File: config.mk
export PLATFORM = sky130hd
export DESIGN_NAME = issue_window_sched
export DESIGN_NICKNAME = d
export VERILOG_FILES = /design/src/rtl/issue_window_sched_pkg.sv /design/src/rtl/issue_window_sched_age_matrix.sv /design/src/rtl/issue_window_sched.sv
export SDC_FILE = /design/constraint.sdc
export NUM_CORES = 2
export LEC_CHECK = 0
export BUFFER_PORTS_ARGS = -buffer_cell sky130_fd_sc_hd__buf_2
export CAP_MARGIN = 20
export CORE_MARGIN = 4
export CORE_UTILIZATION = 25
export DETAILED_ROUTE_END_ITERATION = 10
export RECOVER_POWER = 50
export SETUP_SLACK_MARGIN = 0.5
export SYNTH_ARGS = -nofsm -noshare
export SYNTH_HDL_FRONTEND = slang
export SYNTH_HIERARCHICAL = 1
export SYNTH_SLANG_ARGS = --single-unit
File: constraint.sdc
create_clock -name clk -period 5.16 [get_ports clk]
set_input_delay 0 -clock clk [delete_from_list [all_inputs] [get_ports clk]]
set_output_delay 0 -clock clk [all_outputs]
set_load 0.03 [all_outputs]
File: src/rtl/issue_window_sched_pkg.sv
// Shared field layout and operand wakeup helper for the issue window scheduler.
package issue_pkg;

    localparam int NUM_SRC        = 4;
    localparam int SRC_RDY_LSB    = 9;
    localparam int SRC_TAG_LSB    = 13;
    localparam int SRC_TAG_W      = 5;
    localparam int SRC_TAG_STRIDE = 5;
    localparam int TAG_BIAS       = 2;
    localparam int DONE_W         = 30;
    localparam int INST_WIDTH     = 47;

    // Tags below TAG_BIAS are architecturally always ready; tags past the flag range never wake.
    function automatic logic src_ready(input logic [SRC_TAG_W-1:0] tag,
                                       input logic [DONE_W-1:0]    doneFlags);
        logic r;
        r = 1'b0;
        if (tag < SRC_TAG_W'(TAG_BIAS)) begin
            r = 1'b1;
        end else begin
            for (int t = 0; t < DONE_W; t++) begin
                if (tag == SRC_TAG_W'(t + TAG_BIAS)) begin
                    r = doneFlags[t];
                end
            end
        end
        return r;
    endfunction

endpackage

File: src/rtl/issue_window_sched_age_matrix.sv
// Age matrix for the issue window: tracks relative slot age and grants the oldest ready slot.
module issue_age_matrix
    import issue_pkg::*;
#(
    parameter int N_SLOTS = 8
) (
    input  logic                       clk_i,
    input  logic                       rst_ni,
    input  logic                       alloc_vld_i,
    input  logic [$clog2(N_SLOTS)-1:0] alloc_idx_i,
    input  logic [N_SLOTS-1:0]         valid_i,
    input  logic [N_SLOTS-1:0]         rdy_i,
    output logic [N_SLOTS-1:0]         grant_o
);

    localparam int IDX_W = $clog2(N_SLOTS);

    logic [N_SLOTS-1:0] older_q [N_SLOTS];
    logic [N_SLOTS-1:0] older_d [N_SLOTS];
    logic [N_SLOTS-1:0] blocked;

    // A new entry is younger than everything currently valid and older than nothing.
    always_comb begin
        for (int j = 0; j < N_SLOTS; j++) begin
            older_d[j] = older_q[j];
        end
        if (alloc_vld_i) begin
            for (int j = 0; j < N_SLOTS; j++) begin
                if (IDX_W'(j) == alloc_idx_i) begin
                    older_d[j] = '0;
                end else begin
                    older_d[j][alloc_idx_i] = valid_i[j];
                end
            end
        end
    end

    always_ff @(posedge clk_i or negedge rst_ni) begin
        if (!rst_ni) begin
            for (int j = 0; j < N_SLOTS; j++) begin
                older_q[j] <= '0;
            end
        end else begin
            for (int j = 0; j < N_SLOTS; j++) begin
                older_q[j] <= older_d[j];
            end
        end
    end

    always_comb begin
        blocked = '0;
        grant_o = '0;
        for (int k = 0; k < N_SLOTS; k++) begin
            for (int j = 0; j < N_SLOTS; j++) begin
                if (rdy_i[j] && older_q[j][k]) begin
                    blocked[k] = 1'b1;
                end
            end
            grant_o[k] = rdy_i[k] & ~blocked[k];
        end
    end

endmodule

File: src/rtl/issue_window_sched.sv
// Age-ordered N-slot issue window with sticky operand wakeup and a single valid/ready issue port.
// Optional same-cycle dispatch bypass is enabled by defining ISSUE_WINDOW_BYPASS_EN.
module issue_window_sched #(
    parameter int INST_WIDTH = 47,
    parameter int N_SLOTS    = 8,
    parameter int DONE_W     = 30
) (
    input  logic                           clk,
    input  logic                           rst,
    input  logic [DONE_W-1:0]              done_flags,
    input  logic                           flush,
    input  logic [INST_WIDTH-1:0]          in_instr,
    input  logic                           in_valid,
    output logic                           in_ready,
    output logic [INST_WIDTH-1:0]          out_instr,
    output logic                           out_valid,
    input  logic                           out_ready,
    output logic [$clog2(N_SLOTS+1)-1:0]   occupancy
);

    import issue_pkg::*;

    localparam int IDX_W      = $clog2(N_SLOTS);
    localparam int CNT_W      = $clog2(N_SLOTS + 1);
    localparam int PKG_DONE_W = issue_pkg::DONE_W;
    localparam int MIN_DONE_W = (DONE_W < PKG_DONE_W) ? DONE_W : PKG_DONE_W;

    logic [INST_WIDTH-1:0] slot_q  [N_SLOTS];
    logic [INST_WIDTH-1:0] slot_d  [N_SLOTS];
    logic [INST_WIDTH-1:0] woken   [N_SLOTS];
    logic [N_SLOTS-1:0]    valid_q, valid_d;
    logic                  lock_q, lock_d;
    logic [IDX_W-1:0]      lockIdx_q, lockIdx_d;

    logic [PKG_DONE_W-1:0] doneFlagsPkg;
    logic [INST_WIDTH-1:0] wokenIn;
    logic [N_SLOTS-1:0]    rdy;
    logic [N_SLOTS-1:0]    grant;
    logic [IDX_W-1:0]      grantIdx, selIdx, freeIdx;
    logic                  anyRdy, bypassSel, allocFire, issueFire;
    logic [CNT_W-1:0]      occCount;

    function automatic logic [INST_WIDTH-1:0] wake(input logic [INST_WIDTH-1:0] w,
                                                  input logic [PKG_DONE_W-1:0] f);
        logic [INST_WIDTH-1:0] r;
        r = w;
        for (int i = 0; i < NUM_SRC; i++) begin
            r[SRC_RDY_LSB + i] = w[SRC_RDY_LSB + i] |
                                 src_ready(w[SRC_TAG_LSB + SRC_TAG_STRIDE*i +: SRC_TAG_W], f);
        end
        return r;
    endfunction

    function automatic logic all_ready(input logic [INST_WIDTH-1:0] w);
        return &w[SRC_RDY_LSB +: NUM_SRC];
    endfunction

    always_comb begin
        doneFlagsPkg = '0;
        for (int t = 0; t < MIN_DONE_W; t++) begin
            doneFlagsPkg[t] = done_flags[t];
        end
        wokenIn = wake(in_instr, doneFlagsPkg);
        for (int k = 0; k < N_SLOTS; k++) begin
            woken[k] = wake(slot_q[k], doneFlagsPkg);
            rdy[k]   = valid_q[k] & all_ready(woken[k]);
        end
        anyRdy = |rdy;
    end

    issue_age_matrix #(
        .N_SLOTS (N_SLOTS)
    ) u_age (
        .clk_i       (clk),
        .rst_ni      (rst),
        .alloc_vld_i (allocFire),
        .alloc_idx_i (freeIdx),
        .valid_i     (valid_q),
        .rdy_i       (rdy),
        .grant_o     (grant)
    );

    always_comb begin
        grantIdx = '0;
        freeIdx  = '0;
        occCount = '0;
        for (int k = N_SLOTS - 1; k >= 0; k--) begin
            if (grant[k]) begin
                grantIdx = IDX_W'(k);
            end
            if (!valid_q[k]) begin
                freeIdx = IDX_W'(k);
            end
        end
        for (int k = 0; k < N_SLOTS; k++) begin
            occCount = occCount + CNT_W'(valid_q[k]);
        end
    end

    assign occupancy = occCount;
    assign in_ready  = (occCount < CNT_W'(N_SLOTS)) & ~flush;

    // A latched slot keeps the port even if an older entry wakes while the FU stalls.
    always_comb begin
        selIdx    = lock_q ? lockIdx_q : grantIdx;
        out_instr = woken[selIdx];
        out_valid = lock_q | anyRdy;
        bypassSel = 1'b0;
`ifdef ISSUE_WINDOW_BYPASS_EN
        if (!anyRdy && !lock_q && in_valid && in_ready && all_ready(wokenIn)) begin
            bypassSel = 1'b1;
            out_instr = wokenIn;
            out_valid = 1'b1;
        end
`endif
        issueFire = out_valid & out_ready;
        allocFire = in_valid & in_ready & ~(bypassSel & out_ready);
    end

    always_comb begin
        valid_d   = valid_q;
        lock_d    = lock_q;
        lockIdx_d = lockIdx_q;
        for (int k = 0; k < N_SLOTS; k++) begin
            slot_d[k] = woken[k];
        end
        if (issueFire && !bypassSel) begin
            valid_d[selIdx] = 1'b0;
        end
        if (allocFire) begin
            slot_d[freeIdx]  = wokenIn;
            valid_d[freeIdx] = 1'b1;
        end
        if (out_valid && !out_ready) begin
            lock_d    = 1'b1;
            lockIdx_d = bypassSel ? freeIdx : selIdx;
        end else if (issueFire) begin
            lock_d = 1'b0;
        end
        if (flush) begin
            valid_d = '0;
            lock_d  = 1'b0;
        end
    end

    always_ff @(posedge clk or negedge rst) begin
        if (!rst) begin
            for (int k = 0; k < N_SLOTS; k++) begin
                slot_q[k] <= '0;
            end
            valid_q   <= '0;
            lock_q    <= 1'b0;
            lockIdx_q <= '0;
        end else begin
            for (int k = 0; k < N_SLOTS; k++) begin
                slot_q[k] <= slot_d[k];
            end
            valid_q   <= valid_d;
            lock_q    <= lock_d;
            lockIdx_q <= lockIdx_d;
        end
    end

endmodule

## Word level (Yosys, flattened, before mapping)

Index checks and enable logic that the tools add are counted.

| storage, ports and cells | value |
|---|---|
| flip-flop bits (word level) | 452 |
| output and inout port bits | 53 |

| cells by class | value |
|---|---|
| add/subtract/negate cells | 7 |
| magnitude comparators | 44 |
| eq/ne operators | 1,087 |
| multiplexer cells | 1,230 |
| bitwise gates (word level) | 70 |
| reduce and logical (&&, ||, !) cells | 80 |

Operators by type and width:

| cell | count |
|---|---|
| $eq 5x5->1 const B | 576 |
| $eq 5x4->1 const B | 288 |
| $mux 1 | 1,185 |
| $eq 5x3->1 const B | 144 |
| $bwmux 376 | 1 |
| $eq 5x2->1 const B | 72 |
| $mux 342 | 1 |
| $lt 5x2->1 const B | 36 |
| $bmux 47 s3 | 1 |
| $demux 47 s3 | 1 |
| $mux 47 | 3 |
| $mux 8 | 11 |
| $logic_and 1x1->1 | 68 |
| $bwmux 8 | 8 |
| $mux 3 | 17 |
| $or 1x1->1 | 37 |
| $reduce_and 4->1 | 8 |
| $and 1x1->1 | 19 |
| $add 4x1->4 | 4 |
| $eq 3x3->1 const A | 4 |
| $not 1->1 | 9 |
| $and 8x8->8 | 1 |
| $ge 4x4->1 const B | 2 |
| $lt 3x4->1 const B | 2 |
| 16 further kinds | 20 |

## Logic depth before layout (Yosys ltp)

| depth | value |
|---|---|
| word-level depth | 65 |
| gate-level depth with buffers | 28 |
| gate-level depth less buffers | 22 |

## Modules after synthesis

Netlist, hierarchy kept.

By module, submodules not included:

| module | instances | cells each | area an instance (um^2) | sequential area each (um^2) |
|---|---|---|---|---|
| issue_window_sched | 1 | 4,191 | 34,365.5 | 9,709.3 |
| issue_age_matrix | 1 | 364 | 3,424.5 | 1,601.5 |

## Least setup slack after synthesis

OpenSTA, ideal clock, no wires.

| timing path | value |
|---|---|
| path kind | reg-to-output |
| from | register slot_q[348] (netlist bit) |
| to | output port out_instr[13] |
| arrival time | 5.039 ns |
| path slack | 0.121 ns |
| cell stages (with the launch flop) | 28 |
| buffers on the path | 6 |
| cell sequence | dfrtp_1 clkbuf_1 buf_1 mux2i_1 nor2_1 o31ai_1 o221ai_1 and3_1 a211o_1 nand2_1 or3_1 inv_1 clkbuf_1 a22oi_1 nand4b_1 nor2_1 inv_1 a21oi_1 o21bai_1 a21oi_1 o31a_1 clkbuf_1 clkbuf_1 clkbuf_1 nand2_1 o211ai_1 o21ai_0 o21ai_0 |

RTL lines:

| item | RTL line | RTL |
|---|---|---|
| start, declared | issue_window_sched.sv:28 | `logic [INST_WIDTH-1:0] slot_q [N_SLOTS];` |
| start signal, assigned by index | issue_window_sched.sv:156 | `slot_q[k] <= slot_d[k];` |
| $eq 5x2->1 | issue_window_sched_pkg.sv:22 | `if (tag == SRC_TAG_W'(t + TAG_BIAS)) begin` |
| $mux 1 (30 in a row) | issue_window_sched_pkg.sv:22 |  |
| $mux 1 * | issue_window_sched_pkg.sv:18 | `if (tag < SRC_TAG_W'(TAG_BIAS)) begin` |
| $or 1x1->1 * | issue_window_sched.sv:48 | `r[SRC_RDY_LSB + i] = w[SRC_RDY_LSB + i] \|` |
| $reduce_and 4->1 * | issue_window_sched.sv:55 | `return &w[SRC_RDY_LSB +: NUM_SRC];` |
| $and 1x1->1 * | issue_window_sched.sv:66 | `rdy[k] = valid_q[k] & all_ready(woken[k]);` |
| named net rdy[0] | issue_window_sched.sv:37 | `logic [N_SLOTS-1:0] rdy;` |
| $logic_and 1x1->1 * | issue_window_sched_age_matrix.sv:55 | `if (rdy_i[j] && older_q[j][k]) begin` |
| $mux 1 * (8 in a row) | issue_window_sched_age_matrix.sv:55 |  |
| $not 1->1 * | issue_window_sched_age_matrix.sv:59 | `grant_o[k] = rdy_i[k] & ~blocked[k];` |
| $and 1x1->1 * | issue_window_sched_age_matrix.sv:59 |  |
| named net grant[6] | issue_window_sched.sv:38 | `logic [N_SLOTS-1:0] grant;` |
| $mux 3 * (7 in a row) | issue_window_sched.sv:88 | `if (grant[k]) begin` |
| $mux 3 * | issue_window_sched.sv:105 | `selIdx = lock_q ? lockIdx_q : grantIdx;` |
| $not 3->4 (not written as such) * | issue_window_sched.sv:106 | `out_instr = woken[selIdx];` |
| $bmux 47 s3 * | issue_window_sched.sv:106 |  |
| $mux 47 (not written as such) * (2 in a row) | issue_window_sched.sv:106 |  |
| end, declared | issue_window_sched.sv:15 | `output logic [INST_WIDTH-1:0] out_instr,` |

The timed path passes the listed nets; every way through them passes the cells marked *. The select of a mux whose other input is x is not followed.

## Worst setup path in the final report

| timing path | value |
|---|---|
| from | register slot_q[310] (netlist bit) |
| to | output port out_instr[10] |

RTL lines:

| item | RTL line |
|---|---|
| $eq 5x2->1 | issue_window_sched_pkg.sv:22 |
| $mux 1 (30 in a row) | issue_window_sched_pkg.sv:22 |
| $mux 1 * | issue_window_sched_pkg.sv:18 |
| $or 1x1->1 * | issue_window_sched.sv:48 |
| $reduce_and 4->1 * | issue_window_sched.sv:55 |
| $and 1x1->1 * | issue_window_sched.sv:66 |
| named net rdy[1] | issue_window_sched.sv:37 |
| $logic_and 1x1->1 * | issue_window_sched_age_matrix.sv:55 |
| $mux 1 * (7 in a row) | issue_window_sched_age_matrix.sv:55 |
| $not 1->1 * | issue_window_sched_age_matrix.sv:59 |
| $and 1x1->1 * | issue_window_sched_age_matrix.sv:59 |
| named net grant[0] | issue_window_sched.sv:38 |
| $mux 3 * | issue_window_sched.sv:88 |
| $mux 3 * | issue_window_sched.sv:105 |
| $not 3->4 (not written as such) * | issue_window_sched.sv:106 |
| $bmux 47 s3 * | issue_window_sched.sv:106 |
| $mux 47 (not written as such) * (2 in a row) | issue_window_sched.sv:106 |

Marks and branches as above.

==> qor.yml <==
core_region_area_mm2: 0.1500
status: "finished, violations left"
clock_path_buffers: 3
min_period_ns: 5.668
synthFlopType: "dfrtp_1"
rsz0062_at_grt: "yes"
cts_sinks: 452
arrival_ns: 5.67
synthesis.nets: 4644
synth-seq-cells: 452
cp_slowest_cell: "dfrtp_2"
synth_edf_count: 0
viasPerCell: 5.937
synthesis.area_mm2: 0.03779
antenna_found_initial: 19
yosys-top-cells-area: "dfrtp_1, mux2_2, o21ai_0"
synthMuxAreaShare_pct: 16.21
min_period_over_period_pct: 109.8
slew_violations: 457
p_leak_uw: 0.01930
drtAntennaViolNets: 0
fin_skew_ns: 0.06715
die_h_um: 396.8
synth_top_area_share_pct: 29.93
path_buf_inv: 7
yosys.area_share.adder_pct: 0.3112
hold_viol_final: 0
dr.pass1.iters: 6
cp_max_fo: 12
max-vdd-ir-drop_mv: 0.2808
critPathCaptureType: "output port"
area_growth_pct: 27.60
cts-root-buf: "clkbuf_16"
grt_use_total_pct: 23.46
critical_path_class: "reg -> out"
clkLatencyLatePin_ns: 0.72
layoutNonFillerInstCount: 6978
dpl.cell_count: 6752
setup_slack_ns: -0.5078
routed-wl-met3_um: 18760
yosysUniqueCellTypes: 115
start_util_pct: 25.20
syn_inst: 4555
start_kind: "register"
synth_compound_area_share_pct: 26.36
wl_met1_um: 79650
synth_top_family_by_area: "compound AO/OA/AOI/OAI gates"
htreeDepth: 2
drc: 0
maxCapViolCount: 5
top_layer: "met5"
clk_pin_slew_ns: 0.06
cp_slowest_stage_delay_ns: 0.44
power.density_mw_per_mm2: 261.9
yosysWarnings: 6
violations: "capacitance limit, slew limit, setup timing"
port_buffers: 134
grt_max_degree: 155
worst_pin_slew_ns: 3.913
gp_congestion: 0.9761
max_freq_mhz: 176.4
grt_pass1_wl_um: 277900
num_rows: 142
yosys.area.top_type: "dfrtp_1"
setup_viol: 47
dr_wl_met2_um: 82790
drtIter0Drc: 4955
synthArstFlopShare_pct: 100.0
dieArea_mm2: 0.1574
worstPathRequired_ns: 5.16
worst_path_dominant_cell_family: "compound AO/OA/AOI/OAI gates"
hpwl_um: 134800
dieWidth_um: 396.8
grt_overflow_total: 0
synthSimpleGateAreaFrac_pct: 19.81
wirelength_um: 193500
vias: 41430
grt_pass1_vias: 38960
num_io_pins: 135
fin_util_pct: 32.16
ys_seq_area_share_pct: 29.93
crit_chain: "buf_12 > mux2i_1 > a31oi_1 > o22ai_1 > o221a_1 > a2bb2oi_2 > or3_4 > buf_12 > nor4b_4 > buf_12 > a22oi_1 > nand2_1 > nor2_1 > nor4_2 > o41ai_2 > buf_4 > o21a_2 > buf_4 > mux2i_1 > a221oi_2 > a31oi_1 > a221o_2 > buf_4 > buf_2"
hold_class: "in -> reg"
numCtsBuffers: 58
slew_headroom_pct: -160.8
final_net_count: 4992
avgSynthCellArea_um2: 8.296
cts_tree: "built"
synth_xor_area_share_pct: 0.02318
wl_per_cell_um: 27.73
drive_gt1_share_pct: 29.60
-- cell families (layout without fill, tap and decap cells) --
family	count (synthesis)	in the layout
flops	452	452
other cells	0	10
buf+inv	673	1070
mux	515	515
fa+ha+maj	7	7
xor+xnor	1	1
simple gates	1448	1448
compound gates	1459	1459
-- power breakdown --
part	switching, uW	total, uW	internal, uW
Sequential	297	4100	3800
Combinational	2470	4180	1710
Clock	1800	4350	2550
Total	4570	12600	8060
-- metal layers --
layer / GRT usage [%] / up-vias
li1: - / 17790
met1: 31.63 / 20520
met2: 35.45 / 2550
met3: 4.491 / 569
met4: 12.50 / 4
met5: 0 / -
-- per-stage QoR --
stage	hold slack, ns	worst slack, ns	TNS, ns	area [um^2]	power [uW]
CTS	0.004099	-0.5679	-17.04	47610	12520
floorplan	-0.2956	0.4737	0	37820	6247
global placement	0.03557	-0.3515	-3.793	44360	7976
finish	0.07875	-0.5078	-17.92	48220	12630
global route	0.1307	-0.7392	-32.13	48200	13080
detailed placement	0.03629	-0.3114	-2.452	44360	7981
-- worst min-delay path, delay by kind of cell --
kind            cells  cell delay (ns)
simple gates        2             0.37
buf+inv             2             0.25
compound gates      1             0.10
-- flip-flops by register name, summed over array words and instances, names as in the netlist --
register / flops
valid_q: 8
slot_q: 376
lock_q: 1
u_age/older_q: 64
lockIdx_q: 3
-- synth_stat cells (21+ instances only) --
cell type / n
nor2_1: 251
a221oi_1: 32
o31ai_1: 36
nand2_1: 432
o211ai_1: 74
a31oi_1: 64
mux2_2: 327
mux2i_1: 138
a21oi_1: 226
and3_1: 32
o2111ai_1: 27
o221ai_1: 28
nand3b_1: 42
o21ai_0: 372
nor2b_1: 109
clkbuf_1: 380
or3_1: 25
nand4b_1: 22
a32oi_1: 32
dfrtp_1: 452
nor3_1: 74
buf_1: 43
o32ai_1: 21
buf_2: 101
a22oi_1: 145
nor4_1: 37
nand2b_1: 104
mux4_2: 43
nor3b_1: 30
nand3_1: 135
o22ai_1: 47
inv_1: 118
a211oi_1: 48
nand4_1: 50
-- placed cells by master (no fill, tap or decap), types with 43 or more instances in the layout --
cell type      count
a211oi_1          45
nor3_1            71
a31oi_1           64
nand3_1          132
o22ai_1           46
nor2b_1          108
nand2b_1         102
mux4_2            43
o211ai_1          74
dlygate4sd3_1     51
nand4_1           50
dfrtp_1          414
mux2i_1          137
buf_4            537
clkbuf_16         60
mux2_2           327
buf_12            91
nor2_1           226
o21ai_0          360
a22oi_1          130
inv_1            113
buf_2             97
nand2_1          425
a21oi_1          223
-- repair_timing --
item	4_1_cts	5_1_grt
setup buffers	28	25
endpoints found under the hold margin	434	0
cloned	0	2
gates resized for setup	126	131
hold buffers	52	0
pin swaps	19	25
endpoints found under the setup margin	54	89
-- path summary, 6_finish.rpt --
path,startpoint,to,slack [ns],cells past startpoint
min reg2reg,u_age/older_q[33]$_DFFE_PN0P_,u_age/older_q[33]$_DFFE_PN0P_,0.50,2
max reg2reg,slot_q[310]$_DFFE_PN0P_,valid_q[0]$_DFF_PN0_,0.33,23
min,in_valid,u_age/older_q[33]$_DFFE_PN0P_,0.08,5
max,slot_q[310]$_DFFE_PN0P_,out_instr[10],-0.51,24
max in group asynchronous,rst,slot_q[212]$_DFFE_PN0P_,0.55,3
min in group asynchronous,rst,u_age/older_q[55]$_DFFE_PN0P_,1.29,3
-- area by class of cell --
class,count,area [um^2]
sequential,452,11360
multi-input combinational,3430,24360
clock inverter,17,259.0
timing repair buffer,833,7458
tap,2016,2522
antenna,10,25.02
fill,15690,101700
clock buffer,92,1730
inverter,128,500.5
(Power assumes the default switching activity.)
